--- src/rtl/fft_pkg.sv ---
// Shared FFT definitions: default transform size, sequencer state encoding
// and the final drained bin index.
// Build option: FFT_SEQ_HALF_DRAIN_EN limits the drain to bins 0..N/2-1.
package fft_pkg;

  localparam int FFT_N       = 512;
  localparam int FFT_M       = 9;
  localparam int FFT_TIMEOUT = 8192;

  typedef enum logic [2:0] {
    ST_IDLE,
    ST_LOAD,
    ST_START,
    ST_WAIT,
    ST_DRAIN
  } seq_state_t;

  // Index of the last bin handed to the consumer for an n-point transform.
  // With real input the upper half mirrors the lower half, so it can be skipped.
  function automatic int last_bin(input int n);
`ifdef FFT_SEQ_HALF_DRAIN_EN
    return n / 2 - 1;
`else
    return n - 1;
`endif
  endfunction

  localparam int BIN_LAST = last_bin(FFT_N);

endpackage

--- src/rtl/fft_frame_sequencer_sat_counter.sv ---
// Saturating up-counter: holds at all-ones instead of wrapping.
module sat_counter #(
  parameter int W = 16
) (
  input  logic         clk,
  input  logic         rst_n,
  input  logic         inc,
  input  logic         clear,
  output logic [W-1:0] count
);

  // Count events, stick at the maximum value.
  // NOTE: sequential state uses <= so every flop samples pre-edge values;
  // blocking assignments here would create order-dependent simulation races.
  always_ff @(posedge clk or negedge rst_n) begin
    if (!rst_n) begin
      count <= '0;
    end else if (clear) begin
      count <= '0;
    end else if (inc && (count != '1)) begin
      count <= count + W'(1);
    end
  end

endmodule

--- src/rtl/fft_frame_sequencer.sv ---
// Frame scheduler for the FFT datapath: load N samples (bit reversal is done
// by fft_control_unit from rd_adr), pulse start, wait for done, then drain
// the bins with ready/valid backpressure. Repeats while enable is high.
// Build option: FFT_SEQ_HALF_DRAIN_EN drains only bins 0..N/2-1.
module fft_frame_sequencer
  import fft_pkg::*;
#(
  parameter int N       = FFT_N,
  parameter int M       = FFT_M,
  parameter int TIMEOUT = FFT_TIMEOUT
) (
  input  logic         clk,
  input  logic         reset,
  input  logic         enable,
  input  logic         sample_valid,
  output logic         sample_ready,
  output logic         sample_we,
  output logic         load,
  output logic [M-1:0] rd_adr,
  output logic         start,
  input  logic         done,
  output logic [M-1:0] bin_adr,
  output logic         bin_valid,
  input  logic         bin_ready,
  output logic         bin_last,
  output logic         bin_data_valid,
  output logic         busy,
  output logic [15:0]  frame_count,
  output logic [15:0]  drop_count,
  output logic         error
);

  localparam int TW = (TIMEOUT > 2) ? $clog2(TIMEOUT) : 1;
  localparam logic [M-1:0]  LAST_SAMPLE = M'(N - 1);
  localparam logic [M-1:0]  LAST_BIN    = M'(last_bin(N));
  localparam logic [TW-1:0] TIMER_MAX   = TW'(TIMEOUT - 1);

  seq_state_t    state;
  seq_state_t    state_nxt;
  logic [TW-1:0] timer;
  logic          xfer;
  logic          last_accept;
  logic          last_xfer;
  logic          timeout_hit;

  // Outputs are decodes of the state flop, so they are glitch-free registers.
  assign sample_ready = (state == ST_LOAD);
  assign load         = sample_ready;
  assign sample_we    = sample_valid & sample_ready;
  assign start        = (state == ST_START);
  assign bin_valid    = (state == ST_DRAIN);
  assign bin_last     = bin_valid & (bin_adr == LAST_BIN);
  assign busy         = (state != ST_IDLE);

  assign xfer        = bin_valid & bin_ready;
  assign last_accept = sample_we & (rd_adr == LAST_SAMPLE);
  assign last_xfer   = xfer & (bin_adr == LAST_BIN);
  assign timeout_hit = (state == ST_WAIT) & ~done & (timer == TIMER_MAX);

  // State register.
  always_ff @(posedge clk or negedge reset) begin
    if (!reset) begin
      state <= ST_IDLE;
    end else begin
      state <= state_nxt;
    end
  end

  // Next-state logic; enable is only consulted at frame boundaries so a
  // frame in flight always runs to completion.
  // NOTE: state_nxt is assigned before the case so no path leaves it unassigned,
  // which would otherwise infer a latch.
  always_comb begin
    state_nxt = state;
    unique case (state)
      ST_IDLE:  if (enable) state_nxt = ST_LOAD;
      ST_LOAD:  if (last_accept) state_nxt = ST_START;
      ST_START: state_nxt = ST_WAIT;
      ST_WAIT: begin
        if (done)             state_nxt = ST_DRAIN;
        else if (timeout_hit) state_nxt = ST_IDLE;
      end
      ST_DRAIN: if (last_xfer) state_nxt = enable ? ST_LOAD : ST_IDLE;
      default:  state_nxt = ST_IDLE;
    endcase
  end

  // Sample index, watchdog timer, bin address and frame bookkeeping.
  always_ff @(posedge clk or negedge reset) begin
    if (!reset) begin
      rd_adr         <= '0;
      bin_adr        <= '0;
      timer          <= '0;
      frame_count    <= '0;
      error          <= 1'b0;
      bin_data_valid <= 1'b0;
    end else begin
      // RAM read data for the address accepted this cycle appears next cycle.
      bin_data_valid <= xfer;
      case (state)
        ST_IDLE: rd_adr <= '0;
        // N is a power of two, so the index wraps back to 0 after the last accept.
        ST_LOAD: if (sample_we) rd_adr <= rd_adr + M'(1);
        ST_START: timer <= '0;
        ST_WAIT: begin
          timer   <= timer + TW'(1);
          bin_adr <= '0;
          if (timeout_hit) error <= 1'b1;
        end
        ST_DRAIN: begin
          if (xfer) begin
            bin_adr <= bin_adr + M'(1);
            if (last_xfer) begin
              frame_count <= frame_count + 16'd1;
              rd_adr      <= '0;
            end
          end
        end
        default: ;
      endcase
    end
  end

  // Samples offered while not loading are counted, never written.
  sat_counter #(
    .W (16)
  ) u_drop_counter (
    .clk   (clk),
    .rst_n (reset),
    .inc   (sample_valid & ~sample_ready),
    .clear (1'b0),
    .count (drop_count)
  );

endmodule
--- config.mk ---
export PLATFORM = sky130hd
export DESIGN_NAME = fft_frame_sequencer
export DESIGN_NICKNAME = d
export VERILOG_FILES = /design/src/rtl/fft_pkg.sv /design/src/rtl/fft_frame_sequencer_sat_counter.sv /design/src/rtl/fft_frame_sequencer.sv
export SDC_FILE = /design/constraint.sdc
export NUM_CORES = 1
export LEC_CHECK = 0
export CAP_MARGIN = 10
export CORE_MARGIN = 2
export CORE_UTILIZATION = 52
export CTS_CLUSTER_DIAMETER = 60
export DETAILED_ROUTE_END_ITERATION = 8
export PLACE_DENSITY = 0.8
export SYNTH_ARGS = -nofsm -noshare
export SYNTH_HDL_FRONTEND = slang
export SYNTH_SLANG_ARGS = --single-unit
--- constraint.sdc ---
create_clock -name clk -period 2.75 [get_ports clk]
set_input_delay 0.4125 -clock clk [delete_from_list [all_inputs] [get_ports clk]]
set_output_delay 0.4125 -clock clk [all_outputs]
set_load 0.02 [all_outputs]
== Yosys cells after proc, flatten, opt, wreduce, memory -nomap -nowiden ==
Index checks and enable logic that the tools add are counted.

* Bits in registers: 68
* Input bits: 6
* Word-level logic and storage cells: 62

* Multiplexer cells: 14
* Eq/ne operators: 14
* Add/sub/neg operators: 5
* Reductions and logical operators: 11
* Bitwise gates (word level): 10

{| class="wikitable"
|+ Operator list
! operator !! count
|-
| 9-bit 2-to-1 mux || 4
|-
| 16-bit by 1-bit adder with 16-bit output, second input constant || 2
|-
| 9-bit case mux with 3 select lines || 1
|-
| 13-bit case mux with 2 select lines || 1
|-
| 9-bit by 1-bit adder with 9-bit output, second input constant || 2
|-
| 9-bit equality test, second input constant || 2
|-
| 9-bit case mux with 2 select lines || 1
|-
| 16-bit inequality test, second input constant || 1
|-
| 3-bit 2-to-1 mux || 5
|-
| 3-bit case mux with 5 select lines || 1
|-
| 13-bit by 1-bit adder with 13-bit output, second input constant || 1
|-
| 13-bit equality test, second input constant || 1
|-
| 1-bit AND || 8
|-
| 2-bit by 1-bit inequality test with 1-bit output, second input constant || 4
|-
| 4-bit AND reduction || 2
|-
| 3-bit by 2-bit equality test with 1-bit output, second input constant || 2
|-
| 3-bit nonzero test || 2
|-
| 2-bit AND reduction || 2
|-
| 2-bit nonzero test || 2
|-
| 3-bit by 1-bit equality test with 1-bit output, second input constant || 1
|-
| 3-bit equality test, second input constant || 1
|-
| 3-bit logical NOT || 1
|-
| 3-bit inequality test, second input constant || 1
|-
| 3-bit AND reduction || 1
|-
| 4 further kinds || 5
|}

== Longest topological paths before layout ==
* Depth after elaboration: 6
* Gate-level depth with buffers: 9
* Mapped depth without buffers: 8

== Hierarchy ==
A second synthesis with hierarchy kept.

* Cells, all modules: 366
* Area, all modules: 3588.4 µm²

{| class="wikitable"
|+ Modules (own cells, without submodules)
! module !! seq. area each (µm²) !! area an instance (µm²) !! instances !! cells an instance
|-
| fft_frame_sequencer || 1301.2 || 2646.3 || 1 || 268
|-
| sat_counter || 400.4 || 942.2 || 1 || 98
|}

== Worst setup path before layout ==
No wires, ideal clock.

* Path type: register to register
* Start point: register bin_adr[0]
* End point: register frame_count[14]
* Arrival: 2.219 ns
* Period minus slack after synthesis: 2.348 ns
* Stages on the path, launching flop included: 9
* Data required time: 2.621 ns
* Library setup time: 0.129 ns
* Path slack: 0.402 ns
* Cell sequence: dfrtp_1 -> ha_1 -> nand3_1 -> nor3_1 -> ha_1 -> nand4bb_1 -> or2_1 -> or4_1 -> xnor2_1

* Cells in the longest elaborated chain, start to end: 3

{| class="wikitable"
|+ RTL lines
! element !! line !! source
|-
| start: declaration || fft_frame_sequencer.sv:22 || <nowiki>output logic [M-1:0] bin_adr,</nowiki>
|-
| start signal: assignment || fft_frame_sequencer.sv:112 || <nowiki>bin_adr <= bin_adr + M'(1);</nowiki>
|-
| 9-bit equality test || fft_frame_sequencer.sv:57 || <nowiki>assign last_xfer = xfer & (bin_adr == LAST_BIN);</nowiki>
|-
| 1-bit AND || fft_frame_sequencer.sv:57 ||
|-
| 3-bit AND reduction (no source line) || n/a ||
|-
| end signal: assignment || fft_frame_sequencer.sv:114 || <nowiki>frame_count <= frame_count + 16'd1;</nowiki>
|-
| end: declaration || fft_frame_sequencer.sv:28 || <nowiki>output logic [15:0] frame_count,</nowiki>
|}

No other way between the ends.
A chain may end at the register's enable or synchronous reset.

== Final worst setup path ==
* Start point: register state[2]
* End point: output sample_we

* Cells in the longest elaborated chain, start to end: 2

{| class="wikitable"
|+ RTL lines
! element !! line !! source
|-
| start: declaration || fft_frame_sequencer.sv:38 || <nowiki>seq_state_t state;</nowiki>
|-
| start signal: assignment || fft_frame_sequencer.sv:65 || <nowiki>state <= state_nxt;</nowiki>
|-
| 3-bit by 1-bit equality test with 1-bit output || fft_frame_sequencer.sv:47 || <nowiki>assign sample_ready = (state == ST_LOAD);</nowiki>
|-
| 1-bit AND || fft_frame_sequencer.sv:49 || <nowiki>assign sample_we = sample_valid & sample_ready;</nowiki>
|-
| end: declaration || fft_frame_sequencer.sv:17 || <nowiki>output logic sample_we,</nowiki>
|}

No other way between the ends.

==> impl_results.md <==
- Tmin final: 2.639 ns
- Status: finished clean
- Syn avg cell area: 9.959 sq um
- Ys async rst share: 100.0%
- YS warnings: 0
- Startpoint Class: register
- Tot GR Track Use: 21.60%
- Slew Limit Fails: 0
- Top_reg_cell synth: dfrtp_1
- RR Startpoint: bin_adr[0]
- DRT Wirelength: 7.392 mm
- Reg2Reg Setup Slack: 0.20 ns
- Area post-placement: 0.004173 sq mm
- H-tree level count: 3
- Num rows: 29
- Worst slew pin tran: 0.7223 ns
- Post-DP HPWL: 5.322 mm
- PwrDens: 530.9 mW/mm^2
- Seq cells post-synth: 68
- Setup TNS: 0 ns
- Yosys cell types: 50
- Post-layout util: 68.75%
- Worst Hold Class: in -> async
- First-pass GRT wire length: 12.57 mm
- Root buf cell: clkbuf_8
- Setup violators final: 0
- GP Congestion: 0.8706
- CP Class: reg -> out
- Mapped cell area: 0.003426 sq mm
- Final Hold Fails: 0
- Initial DRC Count: 137
- WL per Instance: 14.84 um
- Total congestion overflow: 0
- Final net count: 430
- FMAX: 378.9 MHz
- RSZ-0062 raised after global routing: false
- Register area share after synthesis: 49.67%
- Number of global-route vias before repair: 2744
- Power consumption: 0.002318 W
- Skew-Pair Late Insertion Delay: 0.34 ns
- Die Ht: 85.17 um
- Maximum root-to-sink buffer count: 2
- Hold WS: 0.1266 ns
- Die area: 0.007253 sq mm
- Worst r2r path cells: 8
- CTS Sinks: 68
- IO buf count: 64
- Initial Util: 53.95%
- Area of the core: 0.006350 sq mm
- Largest net degree at the start of global routing: 38
- Layout cell share with drive strength beyond 1: 8.076%
- Via count: 2777
- Initial antenna violation count: 0
- Drt via density: 5.576
- Reg-to-reg endpoint: rd_adr[7]
- Antenna Cells: 0
- CP Cell Sequence: or3b_1 -> inv_2 -> and2_1 -> clkdlybuf4s50_1
- CTS tree: yes
- Period utilization: 95.98%
- DRT Pass-1 Iters: 4
- Peak VDD IR: 571.2 uV
- Num CTS Buffers: 9
- CTS clock-pin slew for the worst setup and hold paths: 0.07 ns
- Max incr delay on CP: 0.63 ns
- CP Capture Type: primary output
- Finished Cell Area: 0.004365 sq mm
- ANT nets after route: 0
- Worst endpoint data arrival time: 2.23 ns
- Syn Nets: 357
- Post-Route Skew: 0.005371 ns
- Max-capacitance violation count: 0
- Worst EP required: 2.34 ns
- Post-synth EDFFs: 0
- # hold bufs at CTS: 0
- Rel. slew slack: 51.85%
- Die W: 85.17 um
- Syn Inst Count: 344
- Leak pwr: 1.883 nW
- Ports: 65
- P&R area growth vs syn: 27.43%
- Slowest cell on the critical path: clkdlybuf4s50_1
- CP max FO: 6
- DRC Markers: 0
-- cells by family (layout without fill, tap and decap cells) --
logic type / count (synthesis) / count (layout) / synth area share, %
AO/OA/AOI/OAI: 47 / 47 / 8.182
XOR/XNOR: 34 / 34 / 8.693
adder cells (fa/ha/maj): 7 / 7 / 2.556
flip-flops: 68 / 68 / 49.67
buffers and inverters: 18 / 95 / 2.447
multiplexers: 8 / 8 / 2.593
AND/OR/NAND/NOR: 162 / 162 / 25.86
-- power by group --
group          internal, W  switching, W  leakage (nW)
sequential         0.00107     0.0000966         0.915
clock             0.000420      0.000348        0.0986
combinational     0.000175      0.000208         0.870
total              0.00167      0.000653          1.88
-- how the worst max path moves through the flow --
stage | end | cells past startpoint | slack [ns] | from
after global routing | sample_we | 4 | 0.01 | state[2]
after CTS | bin_last | 6 | 0.03 | bin_adr[0]
after detailed placement | rd_adr[7] | 8 | 0.25 | bin_adr[0]
final | sample_we | 4 | 0.11 | state[2]
after global placement | rd_adr[7] | 8 | 0.31 | bin_adr[0]
after floorplan | frame_count[14] | 8 | 0.40 | bin_adr[0]
-- cell usage after synthesis (all sizes together) (2+ instances only) --
master,n,area share [%]
xnor2,21,5.4
buf,6,1.1
nor3b,3,0.80
nand3,20,2.9
and3,4,0.73
or4,4,0.88
nand3b,2,0.80
and4,5,1.3
a22o,3,0.77
inv,9,0.99
and2,2,0.37
nor4,9,2.3
or2,2,0.37
a21oi,12,1.8
or3,3,0.55
nand4bb,2,0.66
clkbuf,3,0.33
o21ai,22,3.2
dfrtp,68,50
xor2,13,3.3
nand2b,2,0.37
nor3,16,2.3
o31ai,3,0.66
nand2,42,4.6
nand4,17,3.1
nor2,24,2.6
mux2,7,2.3
ha,7,2.6
-- timing repair --
item / CTS / global route
resized for setup: 1 / 1
endpoints found under the setup margin: 1 / 1
setup buffers: 0 / 0
gates cloned: 0 / 0
pin swaps: 0 / 1
-- sequential cells by signal, summed over array words and instances, names as in the netlist --
signal	flops
frame_count	16
u_drop_counter.count	16
timer	13
bin_adr	9
rd_adr	9
state	3
bin_data_valid	1
error	1
-- stage by stage --
| step | setup slack [ns] | cells |
|---|---|---|
| floorplan | 0.4017 | 344 |
| global placement | 0.3104 | 483 |
| detailed placement | 0.2470 | 483 |
| CTS | 0.02653 | 498 |
| global route | 0.01491 | 498 |
| finish | 0.1106 | 498 |
-- worst max-delay path, delay by kind of cell (launching register included) --
kind	cells	cell delay, ns
buffers and inverters	2	0.80
flip-flops	1	0.37
AND/OR/NAND/NOR	2	0.72
-- area by class of cell --
type / count / area [sq um]
tap: 77 / 96.34
multi-input combinational: 258 / 1643
clock buffer: 14 / 182.7
fill: 481 / 1984
timing repair buffer: 71 / 703.2
sequential: 68 / 1702
inverter: 9 / 33.78
clock inverter: 1 / 5.005
-- metal layers --
| metal | vias to the layer above | track usage, % | wire (um) |
|---|---|---|---|
| li1 | 1386 | - | - |
| met1 | 1321 | 29.89 | 3462 |
| met2 | 61 | 33.74 | 3531 |
| met3 | 9 | 4.086 | 280 |
| met4 | 0 | 8.658 | 117 |
| met5 | - | 0 | 0 |
-- layout by cell type, fill, tap and decap left out, types with 2 or more instances in the layout --
cell | Yosys | layout
buf_4 | 1 | 6
and2_1 | 2 | 2
a21oi_1 | 12 | 12
xor2_1 | 13 | 13
clkdlybuf4s50_1 | 0 | 62
nand2b_1 | 2 | 2
o31ai_1 | 3 | 3
nor3b_1 | 2 | 2
mux2_2 | 3 | 3
a22o_1 | 3 | 3
clkbuf_8 | 0 | 13
and4_1 | 5 | 5
or3_1 | 3 | 3
nand3_1 | 20 | 20
nand4bb_1 | 2 | 2
ha_1 | 7 | 6
xnor2_1 | 21 | 21
o21ai_0 | 22 | 22
nor2_1 | 24 | 24
and3_1 | 4 | 4
nor3_1 | 16 | 16
nor4_1 | 7 | 7
mux2_1 | 4 | 4
nand2_1 | 42 | 42
or4_1 | 4 | 4
nand4_1 | 17 | 17
inv_1 | 8 | 8
dfrtp_1 | 68 | 68
Power figures use the tool's default switching activity.
